[src/rtl/mvu_apb_cfg_sequencer.sv]
// APB3 write master that feeds CSR write requests into the MVU configuration slave,
// tracking per-MVU busy state. Optional ACCESS-phase timeout: define APB_SEQ_TIMEOUT_EN.

package mvu_pkg;
  localparam logic [11:0] CSR_MVUCOMMAND = 12'h040;
endpackage

module mvu_apb_cfg_sequencer #(
  parameter int          NMVU           = 8,
  parameter int          APB_ADDR_WIDTH = 15,
  parameter int          DATA_W         = 32,
  parameter logic [11:0] CSR_CMD_ADDR   = mvu_pkg::CSR_MVUCOMMAND,
  parameter int          TIMEOUT        = 256
) (
  input  logic                      clk,
  input  logic                      rst_n,
  input  logic                      req_valid,
  output logic                      req_ready,
  input  logic [APB_ADDR_WIDTH-1:0] req_addr,
  input  logic [DATA_W-1:0]         req_data,
  input  logic [NMVU-1:0]           mvu_irq,
  output logic [APB_ADDR_WIDTH-1:0] paddr,
  output logic                      psel,
  output logic                      penable,
  output logic                      pwrite,
  output logic [DATA_W-1:0]         pwdata,
  input  logic                      pready,
  input  logic                      pslverr,
  output logic [NMVU-1:0]           mvu_busy,
  output logic                      err,
  input  logic                      err_clr,
  output logic [15:0]               cmd_cnt
);

  localparam int IDW = APB_ADDR_WIDTH - 12;

  if (NMVU < 2 || APB_ADDR_WIDTH != 12 + $clog2(NMVU)) begin : g_bad_addr_width
    $error("APB_ADDR_WIDTH must equal 12 + clog2(NMVU) with NMVU >= 2");
  end
  if (TIMEOUT < 2) begin : g_bad_timeout
    $error("TIMEOUT must be at least 2");
  end

  typedef enum logic [1:0] {IDLE, HOLD, SETUP, ACCESS} state_e;

  state_e                    state_q, state_d;
  logic [APB_ADDR_WIDTH-1:0] addr_q, addr_d;
  logic [DATA_W-1:0]         data_q, data_d;
  logic [NMVU-1:0]           busy_q, busy_d;
  logic                      err_q, err_d;
  logic [15:0]               cnt_q, cnt_d;
  logic                      req_ready_q, psel_q, penable_q;

  logic [IDW-1:0]  id;
  logic            idValid;
  logic            idBusy;
  logic [NMVU-1:0] idOneHot;
  logic            isCmd;
  logic            xferDone;
  logic            timeoutHit;

  // Decode the held request's MVU; ids beyond NMVU match nothing and are flagged.
  always_comb begin
    id       = addr_q[APB_ADDR_WIDTH-1:12];
    idValid  = 1'b0;
    idBusy   = 1'b0;
    idOneHot = '0;
    for (int k = 0; k < NMVU; k++) begin
      if (id == IDW'(k)) begin
        idValid     = 1'b1;
        idBusy      = busy_q[k];
        idOneHot[k] = 1'b1;
      end
    end
  end

  assign isCmd    = (addr_q[11:0] == CSR_CMD_ADDR);
  assign xferDone = (state_q == ACCESS) && pready;

`ifdef APB_SEQ_TIMEOUT_EN
  localparam int CNT_W = $clog2(TIMEOUT + 1);

  logic [CNT_W-1:0] tmo_q, tmo_d;

  assign timeoutHit = (state_q == ACCESS) && !pready && (tmo_q == CNT_W'(TIMEOUT - 1));

  always_comb begin
    tmo_d = tmo_q;
    if (state_d == SETUP) begin
      tmo_d = '0;
    end else if (state_q == ACCESS) begin
      tmo_d = tmo_q + CNT_W'(1);
    end
  end

  always_ff @(posedge clk or negedge rst_n) begin
    if (!rst_n) begin
      tmo_q <= '0;
    end else begin
      tmo_q <= tmo_d;
    end
  end
`else
  assign timeoutHit = 1'b0;
`endif

  always_comb begin
    state_d = state_q;
    addr_d  = addr_q;
    data_d  = data_q;
    unique case (state_q)
      IDLE: begin
        if (req_valid && req_ready_q) begin
          addr_d  = req_addr;
          data_d  = req_data;
          state_d = HOLD;
        end
      end
      HOLD: begin
        if (!idBusy) begin
          state_d = SETUP;
        end
      end
      SETUP: begin
        state_d = ACCESS;
      end
      ACCESS: begin
        if (pready || timeoutHit) begin
          state_d = IDLE;
        end
      end
      default: begin
        state_d = IDLE;
      end
    endcase
  end

  // A completing command sets busy after the irq clear is applied, so the set wins.
  always_comb begin
    busy_d = busy_q & ~mvu_irq;
    cnt_d  = cnt_q;
    err_d  = err_q & ~err_clr;
    if (xferDone) begin
      if (pslverr || !idValid) begin
        err_d = 1'b1;
      end else if (isCmd) begin
        busy_d = busy_d | idOneHot;
        cnt_d  = cnt_q + 16'd1;
      end
    end
    if (timeoutHit) begin
      err_d = 1'b1;
    end
  end

  always_ff @(posedge clk or negedge rst_n) begin
    if (!rst_n) begin
      state_q     <= IDLE;
      addr_q      <= '0;
      data_q      <= '0;
      busy_q      <= '0;
      err_q       <= 1'b0;
      cnt_q       <= '0;
      req_ready_q <= 1'b0;
      psel_q      <= 1'b0;
      penable_q   <= 1'b0;
    end else begin
      state_q     <= state_d;
      addr_q      <= addr_d;
      data_q      <= data_d;
      busy_q      <= busy_d;
      err_q       <= err_d;
      cnt_q       <= cnt_d;
      req_ready_q <= (state_d == IDLE);
      psel_q      <= (state_d == SETUP) || (state_d == ACCESS);
      penable_q   <= (state_d == ACCESS);
    end
  end

  assign req_ready = req_ready_q;
  assign psel      = psel_q;
  assign penable   = penable_q;
  assign pwrite    = 1'b1;
  assign paddr     = addr_q;
  assign pwdata    = data_q;
  assign mvu_busy  = busy_q;
  assign err       = err_q;
  assign cmd_cnt   = cnt_q;

endmodule

[config.mk]
export PLATFORM = sky130hd
export DESIGN_NAME = mvu_apb_cfg_sequencer
export DESIGN_NICKNAME = d
export VERILOG_FILES = /design/src/rtl/mvu_apb_cfg_sequencer.sv
export SDC_FILE = /design/constraint.sdc
export NUM_CORES = 1
export LEC_CHECK = 0
export ABC_AREA = 1
export CORE_ASPECT_RATIO = 1.25
export CORE_MARGIN = 2
export CORE_UTILIZATION = 44
export DETAILED_ROUTE_END_ITERATION = 6
export PLACE_DENSITY = 0.92
export SLEW_MARGIN = 10
export SYNTH_ARGS = -nofsm -noshare
export SYNTH_HDL_FRONTEND = slang
export SYNTH_SLANG_ARGS = --single-unit
export TNS_END_PERCENT = 100
[constraint.sdc]
create_clock -name clk -period 2.37 [get_ports clk]
set_clock_uncertainty 0.05 [all_clocks]
set_input_delay 0.711 -clock clk [delete_from_list [all_inputs] [get_ports clk]]
set_output_delay 0.711 -clock clk [all_outputs]
set_load 0.05 [all_outputs]
==> results of run 1 <==
-- metrics by stage --
step	setup WS [ps]	hold WS, ps	power (mW)	util
finish	36.8	269	6.49	0.690
global route	2.67	300	6.77	0.690
CTS	13.7	279	6.54	0.688
detailed placement	74.4	420	5.33	0.654
global placement	98.4	412	5.25	0.654
floorplan	609	365	4.14	-
-- worst max path at each step --
stage,endpoint,slack (ps),from,cells after the start
floorplan,cmd_cnt[11],610,cmd_cnt[2],6
global placement,cmd_cnt[11],100,pready,8
detailed placement,cmd_cnt[11],70,pready,8
CTS,cmd_cnt[3],10,cmd_cnt[3],1
global route,mvu_busy[5],3,mvu_busy[5],1
finish,paddr[14],40,paddr[14],1
-- power groups by stage --
stage	combinational, mW	sequential, mW	clock, mW
final	3.25	2.03	1.22
after global routing	3.39	2.08	1.29
after CTS	3.28	2.03	1.24
after detailed placement	3.28	2.05	0
after global placement	3.22	2.02	0
after floorplan	0.641	3.50	0
-- sequential cells by signal, summed over array words and instances, names as in the netlist --
signal / count
pwdata: 32
cmd_cnt: 16
paddr: 15
mvu_busy: 8
err: 1
penable: 1
psel: 1
req_ready: 1
state_q: 1
-- cells in the mapped netlist, drive strengths merged --
master	count	area [sq um]
a21oi	8	40.0
xnor2	2	17.5
ha	1	12.5
buf	7	43.8
nand2	32	123
clkbuf	1	3.75
xor2	12	105
dfrtp	76	1900
inv	36	135
o21ai	9	45.0
mux2	42	473
or2	1	6.26
nor3b	1	7.51
nor4	7	71.3
o22ai	4	25.0
nand4	11	75.1
conb	1	3.75
nor2	22	92.6
nor3	7	40.0
nand3	14	75.1
-- area by class of cell --
cell class	count	area, sq um	share of cell area
clock inverters	4	95.1	0.0188
inverters	36	135	0.0268
repair buffers	142	1430	0.284
flip-flops and latches	76	1900	0.377
multi-input cells	174	1210	0.240
well taps	92	115	0.0228
clock buffers	12	155	0.0307
-- metal layers --
metal  wire (microns)  share of wire
met5                0              0
met4              333          0.041
met3              574          0.070
met2             4230           0.52
met1             3050           0.37
-- kinds of logic after synthesis --
kind of cell	after synthesis	synth area share
buffers and inverters	44	0.0554
XOR/XNOR	14	0.0372
other	1	0.00114
flip-flops	76	0.577
AO/OA/AOI/OAI	21	0.0334
AND/OR/NAND/NOR	95	0.149
adder cells (fa/ha/maj)	1	0.00379
multiplexers	42	0.143
-- what timing repair did --
item / in CTS / in global routing
pin swaps: 0 / 0
setup endpoints to repair: 4 / 7
gates resized for setup: 4 / 7
==> impl_metrics.py, run 1 <==
metrics = {
    "run_status": {
        "outcome": "completed",
    },
    "route": {
        "drtAntennaViolNets": 0,
        "drt-total-wl_microns": 8190,
        "drc": 0,
        "wl_per_cell_microns": 15.3,
        "via_per_inst": 5.04,
        "drt_iter0_markers": 131,
        "num_vias": 2702,
        "firstDrtPassIters": 4,
    },
    "place": {
        "place_congestion": 0.865,
        "dpl-instance-area_sq_um": 4780,
        "post-dp-hpwl_microns": 6230,
        "dpl.cell_count": 520,
        "io_buffers": 135,
    },
    "pwr": {
        "p_per_area_nw_per_um2": 1290,
        "ir_worst_vdd_v": 0.000868,
        "share_comb_of_total_power": 0.501,
        "swShare": 0.442,
        "power.internal_mw": 3.63,
        "p_seq_frac": 0.312,
        "clkPwrFrac": 0.188,
        "power_switching_mw": 2.87,
        "p_leak_nw": 2.29,
    },
    "floorplanning": {
        "dieArea_sq_um": 8210,
        "ios": 137,
        "start_util": 0.451,
        "die_w_microns": 81.4,
        "die_y_microns": 101,
        "core_area_sq_um": 7310,
        "std_cell_rows": 35,
    },
    "synth": {
        "syn_nets": 356,
        "synth_seq_cells": 76,
        "syn_area_per_cell_sq_um": 11.2,
        "yosysSeqAreaShare": 0.577,
        "synthCells": 294,
        "yosys.cell_types.count": 30,
        "netlist_area_sq_um": 3300,
        "ys_warn_count": 0,
    },
    "final_layout": {
        "area_delta_synth_final_pct": 53.1,
        "most-common-layout-cells": "clkdlybuf4s50_1, dfrtp_1, mux2_2, inv_1, nand2_1",
        "fill_cells": 533,
        "fin_cells": 536,
        "final_common_cell": "clkdlybuf4s50_1",
        "fin_area_sq_um": 5050,
        "fin_nets": 501,
        "final_layout_size_suffix_gt1_frac": 0.185,
        "antenna_cells": 0,
    },
    "clocking": {
        "cts-buffers-inserted": 9,
        "cts_sinks": 76,
        "post_cts.repair.setup_buffers": 0,
        "cts_tree": "yes",
        "clk_pin_slew_ps": 80,
        "clk_latency_ps": 340,
        "clockBufferDepth": 2,
        "cts-root-buf": "clkbuf_8",
        "hold_buffers": 0,
        "cts-htree-levels": 3,
    },
    "setup_path": {
        "critPathCaptureType": "output pin",
        "ff2ff_path_depth": 6,
        "path_cells": "clkdlybuf4s50_1",
        "crit_path_start_kind": "flop",
        "cp_data_required_time_ps": 1610,
        "path_buf_inv": 1,
        "r2r_end": "cmd_cnt[11]",
        "cp_slowest_cell": "clkdlybuf4s50_1",
        "arrival_ps": 1570,
        "worstReg2RegStart": "paddr[1]",
        "cp_top_family": "buffers and inverters",
        "r2r_slack_ps": 750,
        "cp_max_fo": 4,
        "cp_slowest_stage_delay_ps": 820,
        "crit_type": "reg2out",
    },
    "global_route": {
        "grt_max_degree": 42,
        "antenna_found_initial": 0,
        "gr-usage-met3": 0.0547,
        "grt-busiest-layer": "met2",
        "grtUsageMet1": 0.230,
        "grt.total_usage": 0.207,
        "grt_overflow": 0,
        "grt_pass1_vias": 2826,
        "grt_pass1_wl_microns": 12800,
        "grt.met2_usage": 0.356,
    },
    "timing": {
        "hold_violations": 0,
        "max_freq_ghz": 0.429,
        "worstMarginPinSlew_ps": 551,
        "post-route-min-period_ps": 2330,
        "slew_headroom": 0.631,
        "setup-violations-final": 0,
        "maxSlewViolCount": 0,
        "min_period_over_period": 0.984,
        "rsz0062_at_grt": "no",
        "tns_ps": 0,
    },
    "run": {
        "max_cap_viol_count": 0,
    },
    "min_path": {
        "worstHoldPathType": "in2async",
    },
}
Power figures use the tool's default switching activity.
==> run 2: changes to the inputs <==
--- a/config.mk
+++ b/config.mk
@@ -8,9 +8,9 @@
 export ABC_AREA = 1
 export CORE_ASPECT_RATIO = 1.25
 export CORE_MARGIN = 2
-export CORE_UTILIZATION = 44
+export CORE_UTILIZATION = 46
 export DETAILED_ROUTE_END_ITERATION = 6
-export PLACE_DENSITY = 0.92
+export PLACE_DENSITY = 0.95
 export SLEW_MARGIN = 10
 export SYNTH_ARGS = -nofsm -noshare
 export SYNTH_HDL_FRONTEND = slang
==> impl_metrics.py, run 2 (same netlist as run 1, synthesis figures left out) <==
metrics = {
    "timing": {
        "max_freq_ghz": 0.428,
        "tns_ps": 0,
        "min_period_over_period": 0.986,
        "whs_ps": 287,
        "maxSlewViolCount": 0,
        "setup-violations-final": 0,
        "post-route-min-period_ps": 2340,
        "slew_headroom": 0.635,
        "worstMarginPinSlew_ps": 546,
        "hold_violations": 0,
        "setup_ws_ps": 33.3,
        "rsz0062_at_grt": "no",
    },
    "pwr": {
        "clkPwrFrac": 0.141,
        "power.internal_mw": 3.28,
        "power_switching_mw": 2.88,
        "ir_worst_vdd_v": 0.000933,
        "share_comb_of_total_power": 0.528,
        "swShare": 0.468,
        "p_leak_nw": 2.33,
        "total_power_mw": 6.15,
        "p_per_area_nw_per_um2": 1230,
        "p_seq_frac": 0.331,
    },
    "setup_path": {
        "cp_slowest_cell": "clkdlybuf4s50_1",
        "path_depth": 1,
        "worstReg2RegStart": "paddr[3]",
        "crit_type": "reg2out",
        "path_cells": "clkdlybuf4s50_1",
        "crit_start": "cmd_cnt[7]",
        "cp_slowest_stage_delay_ps": 820,
        "arrival_ps": 1580,
        "cp_data_required_time_ps": 1610,
        "cp_max_fo": 4,
        "ff2ff_path_depth": 6,
        "critPathCaptureType": "output pin",
        "path_buf_inv": 1,
        "crit_path_start_kind": "flop",
        "cp_top_family": "buffers and inverters",
        "r2r_slack_ps": 670,
    },
    "floorplanning": {
        "core_area_sq_um": 6930,
        "die_w_microns": 79.7,
        "std_cell_rows": 34,
        "ios": 137,
        "start_util": 0.475,
        "die_y_microns": 98.7,
        "dieArea_sq_um": 7860,
    },
    "min_path": {
        "worstHoldPathType": "in2async",
    },
    "route": {
        "num_vias": 2725,
        "drt-total-wl_microns": 8200,
        "via_per_inst": 5.10,
        "drc": 0,
        "drt_iter0_markers": 145,
        "firstDrtPassIters": 4,
        "wl_per_cell_microns": 15.4,
        "drtAntennaViolNets": 0,
    },
    "place": {
        "place_congestion": 0.871,
        "dpl-instance-area_sq_um": 4790,
        "dp_slack_ps": -21.7,
        "post-dp-hpwl_microns": 6180,
        "io_buffers": 135,
        "dpl.cell_count": 518,
    },
    "final_layout": {
        "final_core_util": 0.720,
        "largest_reg_flops": 32,
        "fin_area_sq_um": 4990,
        "area_delta_synth_final_pct": 51.4,
        "most-common-layout-cells": "clkdlybuf4s50_1, dfrtp_1, mux2_2, inv_1, nand2_1",
        "fin_cells": 534,
        "antenna_cells": 0,
        "final_common_cell": "clkdlybuf4s50_1",
        "fin_nets": 501,
        "final_layout_size_suffix_gt1_frac": 0.178,
    },
    "global_route": {
        "grt_overflow": 0,
        "grt.total_usage": 0.219,
        "grt_pass1_vias": 2852,
        "grt_max_degree": 40,
        "antenna_found_initial": 0,
        "grt_pass1_wl_microns": 13400,
    },
    "run_status": {
        "outcome": "completed",
    },
    "clocking": {
        "cts_sinks": 76,
        "cts_tree": "yes",
        "post_cts.repair.setup_buffers": 0,
        "clockBufferDepth": 2,
        "cts-htree-levels": 3,
        "cts-root-buf": "clkbuf_8",
        "hold_buffers": 0,
        "clk_latency_ps": 340,
        "cts-buffers-inserted": 9,
        "clk_pin_slew_ps": 80,
    },
    "run": {
        "max_cap_viol_count": 0,
    },
}
-- run 2: cell count changes in the layout (fill, tap and decap cells not counted), moves of 3 or more --
cell | previous run | this run
buf_4 | 13 | 10
clkinv_2 | 1 | 4
dlygate4sd2_1 | 4 | 1
dlymetal6s2s_1 | 7 | 14
bufinv_16 | 3 | 0
-- run 2: final timing paths --
path                               end
setup reg to reg           cmd_cnt[11]
min in group clk               penable
hold reg to reg                penable
max in group asynchronous    pwdata[7]
setup / recovery            cmd_cnt[7]
hold / removal             mvu_busy[1]
-- run 2: layout make-up --
cell class,instances,area [sq um]
Inverter,36,135
Tap cell,90,113
Timing Repair Buffer,142,1460
Multi-Input combinational cell,174,1210
Sequential cell,76,1900
Fill cell,466,1940
Clock inverter,5,27.5
Clock buffer,11,141
-- run 2: power by group through the flow --
stage	logic, mW	registers (mW)	clock network, mW
6_report	3.25	2.04	0.870
5_1_grt	3.40	2.09	0.933
3_3_place_gp	3.22	2.03	0
4_1_cts	3.27	2.04	0.883
3_5_place_dp	3.27	2.06	0
2_1_floorplan	0.641	3.50	0
-- run 2: worst reg2reg max path, cell delays in order (launching register included) --
cell and delay [ps]:
dfrtp_1 400, nor2_1 180, nand3_2 160, nor4_4 240, buf_4 230, nand4_1 140
xor2_1 180
-- run 2: what timing repair did --
| action | CTS | global route |
|---|---|---|
| gates resized for setup | 1 | 14 |
| pin swaps | 0 | 0 |
| setup endpoints to repair | 1 | 14 |
-- run 2: routing by layer --
| layer | up-vias | wire [microns] | track usage |
|---|---|---|---|
| met2 | 119 | 4290 | 0.376 |
| li1 | 1265 | - | - |
| met5 | - | 0 | 0 |
| met3 | 19 | 617 | 0.0595 |
| met1 | 1322 | 3080 | 0.253 |
| met4 | 0 | 213 | 0.0981 |
==> run 3: changes to the inputs <==
--- a/config.mk
+++ b/config.mk
@@ -6,11 +6,14 @@
 export NUM_CORES = 1
 export LEC_CHECK = 0
 export ABC_AREA = 1
+export CAP_MARGIN = 20
 export CORE_ASPECT_RATIO = 1.25
 export CORE_MARGIN = 2
 export CORE_UTILIZATION = 46
 export DETAILED_ROUTE_END_ITERATION = 6
+export GPL_TIMING_DRIVEN = 0
 export PLACE_DENSITY = 0.95
+export SETUP_SLACK_MARGIN = 0.02
 export SLEW_MARGIN = 10
 export SYNTH_ARGS = -nofsm -noshare
 export SYNTH_HDL_FRONTEND = slang
==> impl_metrics.py, run 3 (same netlist as run 1, synthesis figures left out) <==
metrics = {
    "run_status": {
        "outcome": "completed",
    },
    "setup_path": {
        "crit_type": "reg2out",
        "path_cells": "clkdlybuf4s50_1",
        "arrival_ps": 1540,
        "path_buf_inv": 1,
        "cp_top_family": "buffers and inverters",
        "cp_max_fo": 4,
        "critPathCaptureType": "output pin",
        "worstSetupEndpoint": "cmd_cnt[3]",
        "ff2ff_path_depth": 6,
        "crit_path_start_kind": "flop",
        "cp_slowest_stage_delay_ps": 820,
        "crit_start": "cmd_cnt[3]",
        "path_depth": 1,
        "cp_data_required_time_ps": 1610,
        "r2r_end": "cmd_cnt[6]",
        "r2r_slack_ps": 650,
        "cp_slowest_cell": "clkdlybuf4s50_1",
        "worstReg2RegStart": "paddr[0]",
    },
    "global_route": {
        "grt_pass1_wl_microns": 13700,
        "grt_overflow": 0,
        "grt.total_usage": 0.223,
        "grt_max_degree": 67,
        "antenna_found_initial": 0,
        "grt_pass1_vias": 2980,
    },
    "floorplanning": {
        "ios": 137,
        "std_cell_rows": 34,
        "start_util": 0.475,
        "dieArea_sq_um": 7860,
        "die_w_microns": 79.7,
        "die_y_microns": 98.7,
        "core_area_sq_um": 6930,
    },
    "clocking": {
        "clk_latency_ps": 330,
        "clockBufferDepth": 2,
        "post_cts.repair.setup_buffers": 0,
        "cts-buffers-inserted": 9,
        "clk_pin_slew_ps": 80,
        "cts_tree": "yes",
        "cts_sinks": 76,
        "cts-root-buf": "clkbuf_8",
        "cts-htree-levels": 3,
    },
    "place": {
        "post-dp-hpwl_microns": 6510,
        "io_buffers": 135,
        "place_congestion": 0.793,
        "dpl-instance-area_sq_um": 4790,
        "dp_slack_ps": -66.9,
    },
    "final_layout": {
        "fill_cells": 490,
        "multi_input_area_sq_um": 1210,
        "final_core_util": 0.724,
        "fin_nets": 503,
        "area_delta_synth_final_pct": 52.3,
        "ff_latch_area_sq_um": 1900,
        "final_layout_size_suffix_gt1_frac": 0.166,
        "fin_area_sq_um": 5020,
        "final_common_cell": "clkdlybuf4s50_1",
        "largest_reg_flops": 32,
        "most-common-layout-cells": "clkdlybuf4s50_1, dfrtp_1, mux2_2, inv_1, nand2_1",
        "antenna_cells": 0,
    },
    "route": {
        "via_per_inst": 5.11,
        "drc": 0,
        "drtAntennaViolNets": 0,
        "wl_per_cell_microns": 15.7,
        "drt_iter0_markers": 185,
        "num_vias": 2735,
        "drt-total-wl_microns": 8420,
        "firstDrtPassIters": 4,
    },
    "timing": {
        "setup-violations-final": 0,
        "max_freq_ghz": 0.434,
        "whs_ps": 162,
        "slew_headroom": 0.627,
        "rsz0062_at_grt": "no",
        "worstMarginPinSlew_ps": 556,
        "min_period_over_period": 0.973,
        "setup_ws_ps": 64.6,
        "post-route-min-period_ps": 2310,
        "maxSlewViolCount": 0,
        "hold_violations": 0,
    },
    "pwr": {
        "total_power_mw": 6.32,
        "p_leak_nw": 2.33,
        "p_per_area_nw_per_um2": 1260,
        "ir_worst_vdd_v": 0.000940,
    },
    "run": {
        "max_cap_viol_count": 0,
    },
    "min_path": {
        "worstHoldPathType": "in2async",
    },
}
==> run 3: changes by cell type in the layout (fill, tap and decap cells not counted), moves of 3 or more <==
| cell | previous run | this run |
|---|---|---|
| buf_4 | 10 | 2 |
| buf_12 | 3 | 0 |
| buf_2 | 0 | 5 |
| dlygate4sd2_1 | 1 | 9 |
| clkdlybuf4s50_1 | 114 | 109 |
==> run 3: per-stage QoR <==
| stage | TNS [ps] | std cells |
|---|---|---|
| 3_3_place_gp | -152020 | 519 |
| 4_1_cts | 0 | 535 |
| 3_5_place_dp | -299 | 520 |
| 5_1_grt | 0 | 535 |
| 2_1_floorplan | 0 | 294 |
| 6_report | 0 | 535 |
==> run 3: timing repair <==
item,in CTS,in global routing
cloned,0,0
endpoints found under the setup margin,9,16
gates resized for setup,9,16
hold buffers,0,0
hold endpoints to repair,0,0
==> run 3: worst min path at each step <==
| stage | slack [ps] | to | startpoint |
|---|---|---|---|
| after global placement | 400 | penable | state_q[0] |
| final | 160 | pwdata[31] | rst_n |
| after global routing | 160 | pwdata[31] | rst_n |
| after floorplan | 370 | cmd_cnt[0] | rst_n |
| after detailed placement | 410 | penable | state_q[0] |
| after CTS | 150 | pwdata[31] | rst_n |
==> run 3: where the power goes <==
group	total, mW	leakage (nW)	switching, mW	internal, mW
clock network	1.04	0.102	0.455	0.584
registers	2.04	0.900	0.316	1.73
logic	3.23	1.32	2.11	1.12
==> run 3: area by class of cell <==
| type | instances | area share |
|---|---|---|
| inverter | 36 | 0.0269 |
| clock buffer | 10 | 0.0254 |
| tap | 90 | 0.0224 |
| timing repair buffer | 136 | 0.280 |
| sequential | 76 | 0.379 |
| buffer | 8 | 0.00947 |
| multi-input combinational | 174 | 0.242 |
| clock inverter | 5 | 0.0155 |
==> run 3: per-layer routing <==
metal	vias up	track usage	routed length (microns)
li1	1266	-	-
met1	1329	0.253	3120
met2	120	0.388	4430
met3	20	0.0650	639
met4	0	0.0955	221
met5	-	0	0
